[config.mk]
export PLATFORM = sky130hd
export DESIGN_NAME = mem_arbiter
export DESIGN_NICKNAME = d
export VERILOG_FILES = /design/src/rtl/mem_arbiter_pkg.sv /design/src/rtl/mem_tag_table.sv /design/src/rtl/mem_tag_table_chk.sv /design/src/rtl/mem_arbiter.sv
export SDC_FILE = /design/constraint.sdc
export NUM_CORES = 1
export LEC_CHECK = 0
export ABC_AREA = 0
export ABC_CLOCK_PERIOD_IN_PS = 4300
export CAP_MARGIN = 40
export CORE_AREA = 5 5 169 171
export DETAILED_ROUTE_END_ITERATION = 12
export DIE_AREA = 0 0 174 176
export GPL_TIMING_DRIVEN = 0
export PLACE_DENSITY = 0.58
export SLEW_MARGIN = 20
export SYNTH_ARGS = -nofsm -noshare
export SYNTH_HDL_FRONTEND = slang
export SYNTH_SLANG_ARGS = --single-unit
[constraint.sdc]
create_clock -name clock -period 4.3 [get_ports clock]
set_input_delay 0.645 -clock clock [delete_from_list [all_inputs] [get_ports clock]]
set_output_delay 0.645 -clock clock [all_outputs]
set_load 0.005 [all_outputs]
[src/rtl/mem_arbiter_pkg.sv]
// Shared encodings for the memory arbiter: bus commands, tag width and requester ownership.
package mem_arbiter_pkg;
  localparam int XLEN      = 32;
  localparam int MEM_TAG_W = 4;

  typedef enum logic [1:0] {
    BUS_NONE  = 2'd0,
    BUS_LOAD  = 2'd1,
    BUS_STORE = 2'd2
  } BUS_COMMAND;

  typedef enum logic {
    ARB_ICACHE = 1'b0,
    ARB_DCACHE = 1'b1
  } ARB_OWNER;
endpackage

[src/rtl/mem_tag_table.sv]
// Outstanding-load tag table: one allocate port and one lookup/free port.
// Macro TEST_MODE adds show_valid_o/show_owner_o observation ports.
module mem_tag_table
  import mem_arbiter_pkg::*;
#(
  parameter int NUM_TAGS = 16
) (
  input  logic                 clock,
  input  logic                 reset,
  input  logic                 alloc_en_i,
  input  logic [MEM_TAG_W-1:0] alloc_tag_i,
  input  ARB_OWNER             alloc_owner_i,
  input  logic [MEM_TAG_W-1:0] lookup_tag_i,
  output logic                 lookup_hit_o,
  output ARB_OWNER             lookup_owner_o
`ifdef TEST_MODE
  ,
  output logic [NUM_TAGS-1:0]  show_valid_o,
  output logic [NUM_TAGS-1:0]  show_owner_o
`endif
);
  logic [NUM_TAGS-1:0] valid_q, valid_d;
  logic [NUM_TAGS-1:0] owner_q, owner_d;

  // Tag 0 never names a transaction, so it can never hit.
  assign lookup_hit_o   = (lookup_tag_i != MEM_TAG_W'(0)) && valid_q[lookup_tag_i];
  assign lookup_owner_o = ARB_OWNER'(owner_q[lookup_tag_i]);

  // Retire on a hit first, then allocate, so a same-cycle reuse of a tag stays valid.
  always_comb begin
    valid_d = valid_q;
    owner_d = owner_q;
    if (lookup_hit_o) begin
      valid_d[lookup_tag_i] = 1'b0;
    end else begin
      valid_d = valid_q;
    end
    if (alloc_en_i) begin
      valid_d[alloc_tag_i] = 1'b1;
      owner_d[alloc_tag_i] = alloc_owner_i;
    end else begin
      owner_d = owner_q;
    end
  end

  // Table state register.
  always_ff @(posedge clock or negedge reset) begin
    if (!reset) begin
      valid_q <= {NUM_TAGS{1'b0}};
      owner_q <= {NUM_TAGS{1'b0}};
    end else begin
      valid_q <= valid_d;
      owner_q <= owner_d;
    end
  end

`ifdef TEST_MODE
  assign show_valid_o = valid_q;
  assign show_owner_o = owner_q;
`endif

  mem_tag_table_chk #(.NUM_TAGS(NUM_TAGS)) u_chk (
    .clock       (clock),
    .reset       (reset),
    .alloc_en_i  (alloc_en_i),
    .alloc_tag_i (alloc_tag_i),
    .free_en_i   (lookup_hit_o),
    .free_tag_i  (lookup_tag_i),
    .valid_i     (valid_q)
  );
endmodule

[src/rtl/mem_tag_table_chk.sv]
// Simulation checker for mem_tag_table: memory must not hand out a tag that is still outstanding.
module mem_tag_table_chk
  import mem_arbiter_pkg::*;
#(
  parameter int NUM_TAGS = 16
) (
  input logic                 clock,
  input logic                 reset,
  input logic                 alloc_en_i,
  input logic [MEM_TAG_W-1:0] alloc_tag_i,
  input logic                 free_en_i,
  input logic [MEM_TAG_W-1:0] free_tag_i,
  input logic [NUM_TAGS-1:0]  valid_i
);
  // Reusing a tag is legal only when that same tag retires in the same cycle.
  a_no_tag_overwrite: assert property (@(posedge clock) disable iff (!reset)
    !(alloc_en_i && valid_i[alloc_tag_i] && !(free_en_i && (free_tag_i == alloc_tag_i))));
endmodule

[src/rtl/mem_arbiter.sv]
// Two-requester (icache/dcache) arbiter onto one tagged memory port, zero added latency.
// Macro MEM_ARB_STARVE_GUARD_EN enables the icache starvation guard; TEST_MODE exposes the tag table.
module mem_arbiter
  import mem_arbiter_pkg::*;
#(
  parameter int STARVE_LIMIT = 4,
  parameter int NUM_TAGS     = 16
) (
  input  logic                 clock,
  input  logic                 reset,
  input  logic [1:0]           proc2Imem_command,
  input  logic [XLEN-1:0]      proc2Imem_addr,
  input  logic [1:0]           proc2Dmem_command,
  input  logic [XLEN-1:0]      proc2Dmem_addr,
  input  logic [63:0]          proc2Dmem_data,
  input  logic [MEM_TAG_W-1:0] mem2proc_response,
  input  logic [63:0]          mem2proc_data,
  input  logic [MEM_TAG_W-1:0] mem2proc_tag,
  output logic [MEM_TAG_W-1:0] Imem2proc_response,
  output logic [63:0]          Imem2proc_data,
  output logic [MEM_TAG_W-1:0] Imem2proc_tag,
  output logic [MEM_TAG_W-1:0] Dmem2proc_response,
  output logic [63:0]          Dmem2proc_data,
  output logic [MEM_TAG_W-1:0] Dmem2proc_tag,
  output logic [1:0]           proc2mem_command,
  output logic [XLEN-1:0]      proc2mem_addr,
  output logic [63:0]          proc2mem_data
`ifdef TEST_MODE
  ,
  output logic [NUM_TAGS-1:0]  show_tag_valid,
  output logic [NUM_TAGS-1:0]  show_tag_owner
`endif
);
  if (STARVE_LIMIT < 1) begin : g_bad_starve_limit
    $error("mem_arbiter: STARVE_LIMIT must be at least 1");
  end

  logic     i_act_s, d_act_s, i_win_s, d_win_s, starved_s;
  logic     alloc_en_s, hit_s;
  ARB_OWNER hit_owner_s;

  assign i_act_s = (proc2Imem_command != BUS_NONE);
  assign d_act_s = (proc2Dmem_command != BUS_NONE);
  assign i_win_s = i_act_s && (!d_act_s || starved_s);
  assign d_win_s = d_act_s && !i_win_s;

`ifdef MEM_ARB_STARVE_GUARD_EN
  localparam int CNT_W = $clog2(STARVE_LIMIT + 1);
  logic [CNT_W-1:0] starve_q, starve_d;

  assign starved_s = (starve_q == CNT_W'(STARVE_LIMIT));

  // Count dcache wins that overtake a waiting icache; an icache win or idle icache clears it.
  always_comb begin
    starve_d = starve_q;
    if (!i_act_s || i_win_s) begin
      starve_d = {CNT_W{1'b0}};
    end else if (d_win_s && !starved_s) begin
      starve_d = starve_q + CNT_W'(1);
    end else begin
      starve_d = starve_q;
    end
  end

  // Starvation counter register.
  always_ff @(posedge clock or negedge reset) begin
    if (!reset) starve_q <= {CNT_W{1'b0}};
    else        starve_q <= starve_d;
  end
`else
  assign starved_s = 1'b0;
`endif

  // Winner drives the shared bus and alone sees the memory's acceptance tag.
  always_comb begin
    proc2mem_command   = BUS_NONE;
    proc2mem_addr      = {XLEN{1'b0}};
    proc2mem_data      = 64'd0;
    Imem2proc_response = MEM_TAG_W'(0);
    Dmem2proc_response = MEM_TAG_W'(0);
    if (d_win_s) begin
      proc2mem_command   = proc2Dmem_command;
      proc2mem_addr      = proc2Dmem_addr;
      proc2mem_data      = proc2Dmem_data;
      Dmem2proc_response = mem2proc_response;
    end else if (i_win_s) begin
      proc2mem_command   = proc2Imem_command;
      proc2mem_addr      = proc2Imem_addr;
      Imem2proc_response = mem2proc_response;
    end else begin
      proc2mem_command   = BUS_NONE;
    end
  end

  // Only accepted loads expect data back; stores are fire-and-forget.
  assign alloc_en_s = (proc2mem_command == BUS_LOAD) && (mem2proc_response != MEM_TAG_W'(0));

  mem_tag_table #(.NUM_TAGS(NUM_TAGS)) u_tag_table (
    .clock          (clock),
    .reset          (reset),
    .alloc_en_i     (alloc_en_s),
    .alloc_tag_i    (mem2proc_response),
    .alloc_owner_i  (d_win_s ? ARB_DCACHE : ARB_ICACHE),
    .lookup_tag_i   (mem2proc_tag),
    .lookup_hit_o   (hit_s),
    .lookup_owner_o (hit_owner_s)
`ifdef TEST_MODE
    ,
    .show_valid_o   (show_tag_valid),
    .show_owner_o   (show_tag_owner)
`endif
  );

  // Return routing: a known tag goes to its owner, unknown tags go nowhere.
  always_comb begin
    Imem2proc_tag = MEM_TAG_W'(0);
    Dmem2proc_tag = MEM_TAG_W'(0);
    if (hit_s) begin
      if (hit_owner_s == ARB_DCACHE) Dmem2proc_tag = mem2proc_tag;
      else                           Imem2proc_tag = mem2proc_tag;
    end else begin
      Imem2proc_tag = MEM_TAG_W'(0);
    end
  end

  assign Imem2proc_data = mem2proc_data;
  assign Dmem2proc_data = mem2proc_data;
endmodule

# Word-level counts from Yosys, hierarchy flattened
# Cells that the tools add are included.
# W data, S select, Z words.
# word_totals
reg_bits,32
inputBits,206
output_inout_bits,242
word_cells,46
# op_classes
n_lt_le_gt_ge,4
eq_ne,1
mux,24
bitwise_logic,3
n_reduce_logical,12
# ops
op,n
$mux W32,2
$mux W64,1
$mux W16,2
$mux W4,7
$and A16 B16 Y16,1
$bwmux W16,1
$not A16 Y16,1
$or A16 B16 Y16,1
$lt A4 B5 Y1 const B,2
$bmux W1 S4,2
$demux W1 S4,2
$ge A4 B1 Y1 const B,2
$reduce_bool A4 Y1,2
$logic_and A1 B1 Y1,6
$mux W1,5
$mux W2,2
$reduce_bool A2 Y1,2
$eq A2 B1 Y1 const B,1
$logic_not A1 Y1,2

# Depth between registers and ports, before layout
# Gate-level depths: netlist (run 1).
# depth
word_depth,9
depth_mapped,6
depth_no_buf,4

# Cells and area by module
# A second synthesis (run 1) with hierarchy kept.
# unflattened
cells_unflattened,469
area_unflattened_um2,3882.5
# by_module_without_submodules
module,instances,cells_per_inst,area_each_um2,seq_area_each_um2
mem_arbiter,1,336,2329.7,0.0
mem_tag_table,1,133,1552.7,775.7

# Least setup slack after synthesis (run 1)
# OpenSTA, ideal clock, no wires.
# synth_path
path_kind,input to output
from,input mem2proc_tag[0]
to,output Imem2proc_tag[0]
arrival_time_ps,1938
required_time_ps,3655
path_slack_ps,1717
cell_stages,5
path_buffers,1
cell_sequence,buf_6 -> mux4_1 -> a22o_1 -> a221o_1 -> nor2_1
# synth_via
elab_chain_cells,4
elab_cells_between_ends,8
cone_classes,6 x mux; 2 x reduce/logical
# synth_lines
item,line_no,source
start: declaration,mem_arbiter.sv:18,"input logic [MEM_TAG_W-1:0] mem2proc_tag,"
"$bmux W1 S4, on equally long branches","mem_tag_table.sv:27, mem_tag_table.sv:26",
"$mux W1, on equally long branches","mem_tag_table.sv:27, mem_tag_table.sv:26",
$mux W4 / $logic_and A1 B1 Y1 (equally long branches),"mem_arbiter.sv:119, mem_tag_table.sv:26",
$mux W4 *,mem_arbiter.sv:118,if (hit_s) begin
end: declaration,mem_arbiter.sv:21,"output logic [MEM_TAG_W-1:0] Imem2proc_tag,"
# Mark *: on every way between the ends. The rest lies on a longest branch, timed or not. The select of a mux whose other input is x is not followed.

# Final worst setup path (run 1)
# layout_path
from,input proc2Dmem_command[0]
to,output proc2mem_addr[4]
# layout_via
elab_chain_cells,6
elab_cells_between_ends,7
cone_classes,2 x mux; 5 x reduce/logical
# layout_lines
item,line_no,source
start: declaration,mem_arbiter.sv:13,"input logic [1:0] proc2Dmem_command,"
$reduce_bool A2 Y1 *,mem_arbiter.sv:43,assign d_act_s = (proc2Dmem_command != BUS_NONE);
$logic_not A1 Y1,mem_arbiter.sv:44,assign i_win_s = i_act_s && (!d_act_s || starved_s);
$logic_and A1 B1 Y1,mem_arbiter.sv:44,
$logic_not A1 Y1,mem_arbiter.sv:45,assign d_win_s = d_act_s && !i_win_s;
$logic_and A1 B1 Y1,mem_arbiter.sv:45,
$mux W32 *,mem_arbiter.sv:81,if (d_win_s) begin
end: declaration,mem_arbiter.sv:26,"output logic [XLEN-1:0] proc2mem_addr,"
# Mark *: on every way between the ends. The rest lies on a longest branch, timed or not.

==> results of run 1 <==
==> Yosys cell counts, types with 3 or more instances <==
library cell | count | area, um2
nor2_1 | 15 | 56.3
clkbuf_1 | 18 | 67.6
a21oi_1 | 3 | 15.0
nor2b_1 | 71 | 444
dfrtp_1 | 31 | 776
nand3_1 | 4 | 20.0
buf_4 | 128 | 961
mux2_2 | 14 | 158
mux4_2 | 7 | 158
o31ai_1 | 3 | 22.5
nand2b_1 | 8 | 50.1
and2_1 | 5 | 31.3
a22o_1 | 33 | 289
o21ai_0 | 23 | 115
nand2_1 | 22 | 82.6
==> state kept, by name, indices dropped and copies added (netlist names) <==
register             cells
u_tag_table.owner_q     16
u_tag_table.valid_q     15
==> metal layers <==
layer,vias to the layer above,part of all wire [%],track usage (%)
met3,8,10,4.09
met1,1877,38,11.9
met4,0,0.91,2.05
li1,2048,-,-
met5,-,0,0
met2,223,51,19.1
==> area by class of cell <==
cell class	count	area, um2
diodes	1	2.50
plain buffers	151	1060
clock buffers	6	139
clock inverters	2	35.0
fillers	2853	18800
inverters	4	15.0
multi-input cells	228	1690
flip-flops and latches	31	776
well taps	341	427
repair buffers	381	3810
==> power groups by stage <==
stage,logic [mW],clock network [mW],registers (mW)
2_1_floorplan,0.318,0,0.374
3_3_place_gp,0.784,0,0.383
3_5_place_dp,0.788,0,0.384
4_1_cts,0.792,0.414,0.380
5_1_grt,0.839,0.428,0.387
6_report,0.779,0.406,0.380
==> worst min path at each step <==
stage                           start                     end  slack (ns)  cells after the start
2_1_floorplan                   reset  u_tag_table.owner_q[0]        0.35                      0
3_3_place_gp   u_tag_table.owner_q[0]  u_tag_table.owner_q[0]        0.45                      1
3_5_place_dp   u_tag_table.owner_q[0]  u_tag_table.owner_q[0]        0.45                      1
4_1_cts                         reset  u_tag_table.valid_q[4]        0.44                      1
5_1_grt                         reset  u_tag_table.valid_q[4]        0.47                      1
6_report                        reset  u_tag_table.valid_q[4]        0.41                      1
==> kinds of logic after synthesis <==
| kind of cell | after synthesis |
|---|---|
| AND/OR/NAND/NOR | 130 |
| flip-flops | 31 |
| buffers and inverters | 155 |
| multiplexers | 24 |
| AO/OA/AOI/OAI | 74 |
==> through the flow <==
step                      cells  cell area (um2)  hold WS (ns)  utilization [%]
final                      1145             7950         0.405             29.7
after global routing       1144             7940         0.468             29.7
after CTS                  1144             7940         0.438             29.7
after detailed placement   1136             7770         0.454             29.1
after global placement     1136             7770         0.446             29.1
after floorplan             414             3530         0.349                -
==> impl_metrics.py, run 1 <==
metrics = {
    "setup_path": {
        "worstSetupStartpoint": "proc2Dmem_command[0]",
        "crit_chain": "clkdlybuf4s50_1, inv_2, nand2_1, nor2_1, clkbuf_1, a22o_1, clkdlybuf4s50_1",
        "path_buf_inv": 4,
        "critPathRequiredTime_ns": 3.65,
        "cpMostUsedCell": "clkdlybuf4s50_1",
        "endpoint": "proc2mem_addr[4]",
        "cp-end-kind": "output port",
        "crit_cells": 7,
        "critPathKind": "in -> out",
        "cp.arrival_ns": 3.26,
        "cp_slowest_cell": "clkdlybuf4s50_1",
        "cpPeakStageDelay_ns": 0.52,
        "r2r_end": "u_tag_table.owner_q[12]",
        "r2r_cells": 1,
        "critPathLaunchType": "input pin",
        "r2r_slack_ns": 3.51,
        "path_delay_family": "buffers and inverters",
        "reg2reg_from": "u_tag_table.owner_q[12]",
        "path_max_fanout": 10,
    },
    "clocking": {
        "cts_max_level": 2,
        "cts_tree": "yes",
        "root_buffer": "clkbuf_16",
        "cts_hold_buffers": 0,
        "clk_latency_ns": 0.27,
        "cts_buffers": 5,
        "cts_resized": 0,
        "clock-sinks": 31,
        "clock_path_buffers": 2,
        "clk_pin_slew_ns": 0.05,
        "post_cts_buffers": 0,
    },
    "yosys": {
        "synth_cell_types": 34,
        "ys.flop_type": "dfrtp_1",
        "yosys.area_share.simple_pct": 20.3,
        "muxShareOfSynthArea_pct": 10.7,
        "synth_area_um2": 3530,
        "syn_inst": 414,
        "ys_ff_latch": 31,
        "synth_compound_area_share_pct": 16.7,
        "synth_top_family_by_area": "buffers and inverters",
        "synth_adder_area_share_pct": 0,
        "synthArstFlopShare_pct": 100,
        "avgSynthCellArea_um2": 8.54,
        "ys_seq_area_share_pct": 21.9,
        "synth_warnings": 0,
        "synth_nets": 620,
        "synth_edf_count": 0,
        "synth_xor_xnor_area_share_pct": 0,
    },
    "cells_and_area": {
        "finalNetCount": 1008,
        "final_cell_mix": "clkdlybuf4s50_1 (380), buf_4 (128), nor2b_1 (71)",
        "syn_to_final_growth_pct": 125,
        "drive_gt1_share_pct": 21.2,
        "final_common_cell": "clkdlybuf4s50_1",
    },
    "die": {
        "die-height_um": 176,
        "pin_count": 448,
        "die-area_um2": 30600,
        "core_um2": 26700,
        "initial_utilization_pct": 13.2,
        "rows": 60,
        "die_x_um": 174,
    },
    "global_route": {
        "grt_max_degree": 32,
        "grt_pass1_vias": 4281,
        "grt_pass1_wl_mm": 25.5,
        "grt_overflow": 0,
        "globalRouteTotalUtil_pct": 10.6,
        "grt_antenna_before_repair": 0,
    },
    "sta": {
        "drv_slew": 0,
        "setup_viol_count_final": 0,
        "setup_tns_ns": 0,
        "fmax_mhz": 256,
        "rsz0062_at_grt": "no",
        "fin_crit_ns": 3.91,
        "finalClockSkew_ns": 0,
        "hold_viol_final": 0,
        "setup_ws_ns": 0.394,
        "period_share_pct": 90.8,
        "max_slew_margin_pct": 54.3,
        "worstMarginPinSlew_ns": 0.683,
    },
    "power": {
        "pwr-share-comb_pct": 49.8,
        "power_density_nw_per_um2": 197,
        "vdd_drop_max_uv": 122,
        "clockPowerShare_pct": 25.9,
        "power.total_mw": 1.56,
        "p_sw_share_pct": 25.4,
        "p_int_mw": 1.17,
        "power.leakage_nw": 3.26,
        "sequentialPowerShare_pct": 24.3,
        "p_switching_uw": 397,
    },
    "detailed_routing": {
        "vias": 4156,
        "drt_wl_total_mm": 18.0,
        "wl_per_cell_um": 15.7,
        "first_pass_iters": 4,
        "drt-initial-drc-count": 107,
        "drtAntennaViolNets": 0,
        "viasPerCell": 3.63,
        "drcViolationCount": 0,
    },
    "min_path": {
        "hold_class": "in -> async",
    },
    "placed_design": {
        "pre_cts_ws_ns": 0.268,
        "hpwl_mm": 16.2,
        "numPortBuffers": 381,
        "gp_congestion": 0.836,
    },
    "status": {
        "status": "completed",
    },
    "job": {
        "maxCapViolCount": 0,
    },
}
Power figures use the tool's default switching activity.
==> run 2, diff against run 1 <==
--- a/config.mk
+++ b/config.mk
@@ -9,6 +9,7 @@
 export ABC_CLOCK_PERIOD_IN_PS = 4300
 export CAP_MARGIN = 40
 export CORE_AREA = 5 5 169 171
+export CTS_BUF_LIST = sky130_fd_sc_hd__clkbuf_8 sky130_fd_sc_hd__clkbuf_16
 export DETAILED_ROUTE_END_ITERATION = 12
 export DIE_AREA = 0 0 174 176
 export GPL_TIMING_DRIVEN = 0
==> results of run 2 <==
Final layout, timing and power as in run 1 (identical DEF).
